## config.mk

```make
export PLATFORM = sky130hd
export DESIGN_NAME = snoop_bus_ctrl
export DESIGN_NICKNAME = d
export VERILOG_FILES = /design/src/rtl/snoop_bus_ctrl.sv
export SDC_FILE = /design/constraint.sdc
export NUM_CORES = 1
export LEC_CHECK = 0
export BUFFER_PORTS_ARGS = -buffer_cell sky130_fd_sc_hd__buf_2
export CAP_MARGIN = 20
export CORE_MARGIN = 5
export CORE_UTILIZATION = 59
export DETAILED_ROUTE_END_ITERATION = 16
export GPL_TIMING_DRIVEN = 0
export PLACE_DENSITY = 0.84
export SLEW_MARGIN = 10
export SYNTH_ARGS = -nofsm -noshare
export SYNTH_HDL_FRONTEND = slang
export SYNTH_SLANG_ARGS = --single-unit
```

## constraint.sdc

```tcl
create_clock -name clock -period 10.92 [get_ports clock]
set_clock_uncertainty 0.1 [all_clocks]
set_input_delay 1.638 -clock clock [delete_from_list [all_inputs] [get_ports clock]]
set_output_delay 1.638 -clock clock [all_outputs]
set_load 0.005 [all_outputs]
```

## src/rtl/snoop_bus_ctrl.sv

```systemverilog
// rtl/snoop_bus_ctrl.sv - shared snoop bus arbiter, broadcaster and 8-word memory responder
module snoop_bus_ctrl #(
  parameter int NCPU      = 3,
  parameter int SNOOP_CYC = 3
) (
  input  logic                 clock,
  input  logic                 clear,
  input  logic [NCPU-1:0]      req,
  input  logic [NCPU*10-1:0]   req_bus,
  input  logic [NCPU-1:0]      shared_in,
  output logic [9:0]           snoop_bus,
  output logic                 snoop_valid,
  output logic [NCPU-1:0]      grant,
  output logic                 resp_valid,
  output logic [1:0]           resp_id,
  output logic [2:0]           resp_data,
  output logic                 resp_shared,
  output logic                 busy
);

  localparam int CW = $clog2(SNOOP_CYC + 1);

  typedef enum logic [1:0] {IDLE, SNOOP, MEM, RESP} state_t;

  state_t          state, state_nxt;
  logic [CW-1:0]   cnt, cnt_nxt;
  logic [9:0]      word_q, word_nxt;
  logic [1:0]      id_q, id_nxt;
  logic [1:0]      last, last_nxt;
  logic [2:0]      mem [8];
  logic            mem_we;

  logic            win_found;
  logic [1:0]      win_idx;
  logic [1:0]      cand;
  logic [NCPU-1:0] id_onehot;
  logic [NCPU-1:0] win_onehot;

  logic [9:0]      snoop_bus_nxt;
  logic            snoop_valid_nxt;
  logic [NCPU-1:0] grant_nxt;
  logic            resp_valid_nxt;
  logic [1:0]      resp_id_nxt;
  logic [2:0]      resp_data_nxt;
  logic            resp_shared_nxt;

  assign id_onehot  = {{(NCPU-1){1'b0}}, 1'b1} << id_q;
  assign win_onehot = {{(NCPU-1){1'b0}}, 1'b1} << win_idx;

  // Round-robin pick: scan from the CPU after the last winner, skipping op-00 requests
  always_comb begin
    win_found = 1'b0;
    win_idx   = 2'd0;
    cand      = 2'd0;
    for (int k = 0; k < NCPU; k++) begin
      cand = 2'((int'(last) + 1 + k) % NCPU);
      if (!win_found && req[cand] && (req_bus[int'(cand)*10 + 8 +: 2] != 2'b00)) begin
        win_found = 1'b1;
        win_idx   = cand;
      end
    end
  end

  // Next-state and next-output logic; every output is registered from these values
  always_comb begin
    state_nxt       = state;
    cnt_nxt         = cnt;
    word_nxt        = word_q;
    id_nxt          = id_q;
    last_nxt        = last;
    mem_we          = 1'b0;
    snoop_bus_nxt   = 10'd0;
    snoop_valid_nxt = 1'b0;
    grant_nxt       = '0;
    resp_valid_nxt  = 1'b0;
    resp_id_nxt     = resp_id;
    resp_data_nxt   = resp_data;
    resp_shared_nxt = resp_shared;
    case (state)
      IDLE: begin
        if (win_found) begin
          // The bus owns the source field: stamp it with the granted index
          word_nxt  = {req_bus[int'(win_idx)*10 + 2 +: 8], win_idx};
          id_nxt    = win_idx;
          last_nxt  = win_idx;
          grant_nxt = win_onehot;
          if (req_bus[int'(win_idx)*10 + 8 +: 2] == 2'b11) begin
            state_nxt = MEM;
          end else begin
            state_nxt       = SNOOP;
            cnt_nxt         = CW'(1);
            snoop_valid_nxt = 1'b1;
            snoop_bus_nxt   = {req_bus[int'(win_idx)*10 + 2 +: 8], win_idx};
          end
        end
      end
      SNOOP: begin
        snoop_valid_nxt = 1'b1;
        snoop_bus_nxt   = word_q;
        if (cnt == CW'(SNOOP_CYC)) begin
          // Requester's own shared_out never counts toward the shared flag
          resp_shared_nxt = |(shared_in & ~id_onehot);
          state_nxt       = MEM;
        end else begin
          cnt_nxt = cnt + CW'(1);
        end
      end
      MEM: begin
        if (word_q[9:8] == 2'b11) begin
          mem_we          = 1'b1;
          resp_data_nxt   = 3'd0;
          resp_shared_nxt = 1'b0;
        end else begin
          resp_data_nxt = mem[word_q[7:5]];
        end
        resp_valid_nxt = 1'b1;
        resp_id_nxt    = id_q;
        state_nxt      = RESP;
      end
      RESP: begin
        state_nxt = IDLE;
      end
      default: state_nxt = IDLE;
    endcase
  end

  // State, snoop counter, latched request word and arbitration pointer
  always_ff @(posedge clock) begin
    if (clear) begin
      state  <= IDLE;
      cnt    <= '0;
      word_q <= 10'd0;
      id_q   <= 2'd0;
      last   <= 2'(NCPU - 1);
    end else begin
      state  <= state_nxt;
      cnt    <= cnt_nxt;
      word_q <= word_nxt;
      id_q   <= id_nxt;
      last   <= last_nxt;
    end
  end

  // Registered outputs
  always_ff @(posedge clock) begin
    if (clear) begin
      snoop_bus   <= 10'd0;
      snoop_valid <= 1'b0;
      grant       <= '0;
      resp_valid  <= 1'b0;
      resp_id     <= 2'd0;
      resp_data   <= 3'd0;
      resp_shared <= 1'b0;
      busy        <= 1'b0;
    end else begin
      snoop_bus   <= snoop_bus_nxt;
      snoop_valid <= snoop_valid_nxt;
      grant       <= grant_nxt;
      resp_valid  <= resp_valid_nxt;
      resp_id     <= resp_id_nxt;
      resp_data   <= resp_data_nxt;
      resp_shared <= resp_shared_nxt;
      busy        <= (state_nxt != IDLE);
    end
  end

  // Backing memory: reinitialised to mem[a] = a on every clear, written only by write-backs
  always_ff @(posedge clock) begin
    if (clear) begin
      for (int i = 0; i < 8; i++) begin
        mem[i] <= 3'(i);
      end
    end else if (mem_we) begin
      mem[word_q[7:5]] <= word_q[4:2];
    end
  end

endmodule

```

; ---- Yosys cells after proc, flatten, opt, wreduce, memory -nomap -nowiden
; Memories as Yosys holds them, arrays and structs flattened. A register that Yosys moved wholly into a read port is not among the register bits.
; Index checks and enable logic that the tools add are counted.
; W data, S select, Z words.
[word_totals]
reg_bits = 40
mem_bits_rw = 24
inputBits = 38
output_inout_bits = 22
word_cells = 118
mem_count = 1
[mem_list]
columns = memory, words, word_bits, rd, rd_clocked_by_memory_dff, wr, line
row1 = mem, 8, 3, 1, 1, 8, 30  ; logic [2:0] mem [8];
[op_classes]
add_sub_neg = 9
multipliers = 4
n_div = 3
n_lt_le_gt_ge = 3
n_eq_ne = 11
n_shift = 7
mux = 43
bitwise = 4
n_reduce_logical = 20
[ops]
columns = cell, n
row1 = $mod A32 B3 Y32 const B, 3
row2 = $shiftx A30 B8 Y2, 3
row3 = $add A32 B2 Y32 const B, 1
row4 = $add A32 B5 Y32 const B, 1
row5 = $shiftx A30 B32 Y2, 1
row6 = $shiftx A30 B8 Y8, 1
row7 = $add A6 B4 Y7 const B, 3
row8 = $mul A2 B3 Y5 const B, 4
row9 = $mux W10, 2
row10 = $pmux W10 S2, 1
row11 = $mux W1, 19
row12 = $mux W2, 9
row13 = $mux W3, 5
row14 = $reduce_bool A2 Y1, 6
row15 = $eq A2 B2 Y1 const B, 5
row16 = $ne A2 B2 Y1 const B, 5
row17 = $lt A2 B3 Y1 const B, 3
row18 = $reduce_or A3 Y1, 3
row19 = $pmux W2 S4, 1
row20 = $add A6 B2 Y7 const B, 1
row21 = $bmux W1 S2, 3
row22 = $shl A1 B2 Y3 const A, 2
row23 = $logic_and A1 B1 Y1, 5
row24 = $add A3 B2 Y4 const B, 1
row25 = other kinds (13), 16

; ---- Logic depth before layout (Yosys ltp)
[logic_depth]
ltp_word = 24
mapped_depth = 17
ltp_nobuf = 13

; ---- Least setup slack after synthesis
; OpenSTA, ideal clock, no wires.
[synth_timing]
path_type = input-to-reg
startpoint = input port req_bus[8]
endpoint = register snoop_bus[0]
setup_time_ns = 0.117
arrival_ns = 4.294
required_ns = 10.703
setup_slack_ns = 6.409
path_stages = 14
path_buffers = 3
cell_sequence = o21a_1 > a211o_1 > buf_2 > or2_2 > clkbuf_1 > inv_1 > ha_1 > nor2_1 > nand3_1 > nor4_1 > nor2_1 > and4_1 > buf_6 > a22o_1
[synth_between]
elab_chain_cells = 19
[synth_rtl]
columns = element, line
row1 = start: declaration, 9  ; input logic [NCPU*10-1:0] req_bus,
row2 = $shiftx A30 B8 Y2, 57  ; if (!win_found && req[cand] && (req_bus[int'(cand)*10 + 8 +: 2] != 2'b00)) begin
row3 = $reduce_bool A2 Y1, 57
row4 = $logic_and A1 B1 Y1, 57
row5 = $mux W1, 57
row6 = $logic_not A1 Y1, 57
row7 = $logic_and A1 B1 Y1 (2 in a row), 57
row8 = $mux W1, 57
row9 = $logic_not A1 Y1, 57
row10 = (+3 left out), --
row11 = net win_idx[1], 34  ; logic [1:0] win_idx;
row12 = $mul A2 B3 Y5 (*), 87  ; if (req_bus[int'(win_idx)*10 + 8 +: 2] == 2'b11) begin
row13 = $add A32 B5 Y32 (*), 87
row14 = $shiftx A30 B32 Y2 (*), 87
row15 = $eq A2 B2 Y1 (*), 87
row16 = $mux W10 (*), 87
row17 = $mux W10 (*), 81  ; if (win_found) begin
row18 = $pmux W10 S2 (*), 79  ; case (state)
row19 = end signal: assignment, 156  ; snoop_bus <= snoop_bus_nxt;
row20 = end: declaration, 11  ; output logic [9:0] snoop_bus,
; The timed path passes the listed nets; every way through them passes the cells marked *.
; A chain may end at the register's enable or synchronous reset.

; ---- Final worst setup path
[layout_timing]
startpoint = input port req_bus[18]
endpoint = register snoop_bus[5]
[layout_between]
elab_chain_cells = 19
[layout_rtl]
columns = element, line
row1 = $shiftx A30 B8 Y2, 57
row2 = $reduce_bool A2 Y1, 57
row3 = $logic_and A1 B1 Y1, 57
row4 = $mux W1, 57
row5 = $logic_not A1 Y1, 57
row6 = $logic_and A1 B1 Y1 (2 in a row), 57
row7 = $mux W1, 57
row8 = $logic_not A1 Y1, 57
row9 = (+3 left out), --
row10 = net win_idx[1], 34
row11 = $mul A2 B3 Y5 (*), "87, 93"
row12 = $add A32 B5 Y32, 87
row13 = $shiftx A30 B32 Y2, 87
row14 = $eq A2 B2 Y1, 87
row15 = $mux W10 (*), 87
row16 = $mux W10 (*), 81
row17 = $pmux W10 S2 (*), 79
; Marked as above.

==> summary by stage <==
Detailed routing
The first-pass iteration count of the detailed router is 5. For this block, the via count after detailed routing is between 2k and 3k. Dividing the detail-routed via count by the number of cells gives a little over 6.

The detail route stage leaves a number of antenna-violating nets equal to 0. The average wire per standard cell is 17.29 um. The initial detailed-routing violation count is roughly 310. The post-route DRC violation count is 0. The final wirelength is 7.986 mm.

Worst setup path
At the worst endpoint, the arrival time is 4.91 ns. Walking the worst path, the cells encountered are buf_2 -> o21ai_1 -> o21ai_1 -> or2_2 -> clkbuf_1 -> inv_1 -> ha_1 -> nor2_1 -> nand3_1 -> nor4_1 -> nor2_1 -> and4_1 -> buf_6 -> a22o_1. The data required time at the worst endpoint is 11.05 ns. The startpoint of the worst-slack reg-to-reg timing path is word_q[0]. The worst register-to-register path ends at snoop_bus[5].

The startpoint type of the worst setup path is an input port. The register-to-register setup slack is 6.69 ns. The top fanout value on the critical path is 10.

The slowest stage of the critical path belongs to the cell sky130_fd_sc_hd__o21ai_1. The setup path with the least slack is of type in -> reg. STA classifies the critical path endpoint as a register. The number of cells on the worst reg-to-reg path is 16.

On the worst path, the slowest cell contributes a delay of 0.58 ns.

Power
VDD sags by at most 0.1431 mV. In this run the static leakage power is 1.462 nW. The switching power summed over all nets is ~0.00034 W. The part of the power in registers is 0.372. The internal portion of the total power is 0.0005590 W. The share of total power dissipated in combinational logic is 0.380. The fraction of power spent switching nets is 0.3760. The part of the total power dissipated in the clock network is 0.248. The power density of the placed cells is between 200 and 250 nW/um2.

Timing
The tightest slew margin relative to the limit is 0.4875. For this run, the top clock speed supported by timing is around 210 MHz. Setup repair after global routing left no endpoint under its margin. The worst path in the final design needs a cycle of roughly 4.8 ns, including I/O delays and setup. Setup violations remaining at the end of the flow were counted as 0. The number of endpoints with negative hold slack in the final report came to 0. In the finished design, the share of the clock period the worst path needs comes to 0.4381. For the pin with the worst max-slew slack, the measured transition is 0.7641 ns.

The number of max-slew violations in the final report came to 0. For the final routed database, the setup TNS stands at 0 ns.

Global routing
The sum of overflow across all layers after global routing is 0. The number of global-route vias before repair came to ~2.7k. For this run, the total global-route usage over all layers was measured as 0.2376. The global-route wire length before repair is 13.19 mm. The number of antenna violations at the first check in global routing is 0.

The largest net degree at the start of global routing is 13.

Clock tree
In this run, CTS created clock tree buffers numbering 9. The cell sitting at the root of the clock tree is a sky130_fd_sc_hd__clkbuf_8. Clock tree synthesis found a total of 64 sinks. The TritonCTS clock tree is done. Post-CTS repair changed the size of 0 cells. The number of levels in the clock H-tree is 3.

In this run, post-CTS hold repair placed 0 buffers. The clock transition at the registers of the reported paths is 0.07 ns. For the worst-skew pair, the clock arrives at the later sink with an insertion delay of 0.34 ns. No sink is reached through more buffers than the 2 on the longest clock path.

The number of setup buffers added after CTS is 0.

Yosys
The per-instance average area after synthesis is 9.828 um2. The distinct cell type count of the synthesized netlist is 51. The count of warnings emitted by yosys is 0. The number of synthesized flops with an enable pin is 24. Of the synthesized area, sequential elements account for 0.4793. The flip-flop and latch count after synthesis is 64. The flip-flop cell with the highest count after synthesis is sky130_fd_sc_hd__dfxtp_1.

Counting flops with an async set or reset pin after synthesis yields a share of 0. The synthesized area is 3174 um2. The cell count after synthesis came out at 323. The number of nets handed over by synthesis was 368.

Floorplan
The initial core utilization is 0.6137. The x dimension of the die is around 83 um. The region available for standard cell placement spans between 5000 and 6000 um2. The floorplan step defined a die boundary enclosing 6947 um2. The die outline height is 83.35 um.

In this run the count of I/O pins placed on the die edge is 60. The floorplan has 26 rows.

Placement
The congestion estimate from routability-driven global placement came to just over 0.9. The post-placement cell count is 446. The number of input and output port buffers inserted is 53. Detailed placement ended at an HPWL of 6.003 mm.

Min path
The path with the worst hold slack has its endpoint at resp_shared. The worst hold path class is reg -> reg. In this run the most critical hold path is launched from resp_shared. Along the worst hold path, the cell count comes to 2.

Finish
The number of nets in the layout is 432. After the flow finishes, the layout carries non-filler instances totaling around 460. The antenna diode instance count is 0.

The area growth from synthesis to final layout is 18.01%. The fraction of final layout cells sized beyond drive strength 1 is 0.2347.

Outcome
The run finished with clean final reports.

Run
Across the run, the number of max-cap violations was 0.
-- synth_stat cells (3+ instances only) --
cell type	count	area (um2)
sky130_fd_sc_hd__nor2b_1	6	37.54
sky130_fd_sc_hd__a31oi_1	7	43.79
sky130_fd_sc_hd__dfxtp_1	40	800.8
sky130_fd_sc_hd__clkbuf_1	11	41.29
sky130_fd_sc_hd__a22o_1	8	70.07
sky130_fd_sc_hd__mux2_2	4	45.04
sky130_fd_sc_hd__nand4_1	10	62.56
sky130_fd_sc_hd__nor3b_1	3	22.52
sky130_fd_sc_hd__and3_1	3	18.77
sky130_fd_sc_hd__o21ai_0	17	85.08
sky130_fd_sc_hd__o31ai_1	8	60.06
sky130_fd_sc_hd__mux2i_1	7	70.07
sky130_fd_sc_hd__buf_1	3	11.26
sky130_fd_sc_hd__nor2_1	24	90.09
sky130_fd_sc_hd__and2_1	10	62.56
sky130_fd_sc_hd__nor3_1	12	60.06
sky130_fd_sc_hd__nand2b_1	6	37.54
sky130_fd_sc_hd__nor4_1	5	31.28
sky130_fd_sc_hd__mux4_2	6	135.1
sky130_fd_sc_hd__or2_2	8	50.05
sky130_fd_sc_hd__nand3_1	5	25.02
sky130_fd_sc_hd__nand2_1	25	93.84
sky130_fd_sc_hd__ha_1	7	87.58
sky130_fd_sc_hd__o21ai_1	3	15.01
sky130_fd_sc_hd__a21oi_1	17	85.08
sky130_fd_sc_hd__inv_1	11	41.29
sky130_fd_sc_hd__edfxtp_1	24	720.7
-- cells by family (layout without fill, tap and decap cells) --
logic type / after synthesis / after routing / share of synthesized area
simple gates: 124 / 124 / 0.2038
buf+inv: 28 / 97 / 0.03626
flops: 64 / 64 / 0.4793
fa+ha+maj: 7 / 7 / 0.02759
mux: 17 / 17 / 0.07883
compound gates: 83 / 83 / 0.1742
-- cells in the final DEF (no fill, tap or decap), types with 7 or more instances in the layout --
cell,instances
sky130_fd_sc_hd__clkbuf_1,11
sky130_fd_sc_hd__o21ai_0,17
sky130_fd_sc_hd__edfxtp_1,24
sky130_fd_sc_hd__nor3_1,12
sky130_fd_sc_hd__ha_1,7
sky130_fd_sc_hd__nand2_1,25
sky130_fd_sc_hd__inv_1,11
sky130_fd_sc_hd__o31ai_1,8
sky130_fd_sc_hd__or2_2,8
sky130_fd_sc_hd__buf_2,55
sky130_fd_sc_hd__nor2_1,24
sky130_fd_sc_hd__nand4_1,10
sky130_fd_sc_hd__and2_1,10
sky130_fd_sc_hd__a21oi_1,17
sky130_fd_sc_hd__dfxtp_1,40
sky130_fd_sc_hd__a22o_1,8
sky130_fd_sc_hd__mux2i_1,7
sky130_fd_sc_hd__clkbuf_8,9
sky130_fd_sc_hd__a31oi_1,7
-- critical path: cells and delay by family --
kind,cells,cell delay (ns)
fa+ha+maj,1,0.34
buf+inv,4,0.76
simple gates,6,1.19
compound gates,3,0.96
-- registers in the layout, indices dropped and copies added, names as in the netlist, 2 cells and up, named ones only --
| name | flops |
|---|---|
| state | 2 |
| snoop_bus | 10 |
| mem | 24 |
| resp_id | 2 |
| resp_data | 3 |
| grant | 3 |
| cnt | 2 |
| word_q | 10 |
-- worst max path at each step --
stage	from	to	cells past startpoint
after floorplan	req_bus[8]	snoop_bus[0]	14
after global placement	req_bus[8]	snoop_bus[5]	15
after detailed placement	req_bus[18]	snoop_bus[5]	14
after CTS	req_bus[18]	snoop_bus[0]	14
after global routing	req_bus[18]	snoop_bus[0]	14
final	req_bus[18]	snoop_bus[5]	14
-- final cells by class --
type | count | area [um2]
buffer | 17 | 73.82
sequential | 64 | 1521
fill | 385 | 1426
timing repair buffer | 53 | 265.3
clock inverter | 7 | 95.09
multi-input combinational | 231 | 1538
tap | 70 | 87.58
clock buffer | 9 | 123.9
inverter | 11 | 41.29
-- metrics by stage --
stage / setup WS (ns) / util / power [W] / hold WS, ns / area [um2]
after floorplan: 6.409 / - / 0.0005661 / 0.3517 / 3174
after global placement: 5.915 / 0.6819 / 0.0006577 / 0.3698 / 3527
final: 6.136 / 0.7242 / 0.0008958 / 0.3904 / 3746
after global routing: 5.875 / 0.7242 / 0.0009512 / 0.4316 / 3746
after detailed placement: 5.875 / 0.6819 / 0.0006710 / 0.3803 / 3527
after CTS: 6.233 / 0.7242 / 0.0008923 / 0.3907 / 3746
-- per-layer routing --
layer / track usage / wire, um / vias to the layer above
met5: 0 / 0 / -
met4: 0.07875 / 118 / 0
met3: 0.04950 / 547 / 16
met2: 0.4191 / 4121 / 140
met1: 0.2876 / 3198 / 1335
li1: - / - / 1335
-- power by group through the flow --
| stage | clock network (W) | logic (W) | registers (W) |
|---|---|---|---|
| finish | 0.000222 | 0.000341 | 0.000333 |
| global route | 0.000236 | 0.000376 | 0.000339 |
| CTS | 0.000224 | 0.000336 | 0.000333 |
| detailed placement | 0 | 0.000333 | 0.000338 |
| global placement | 0 | 0.000323 | 0.000335 |
| floorplan | 0 | 0.000238 | 0.000328 |
No activity file was read; power rests on OpenSTA's default activity.
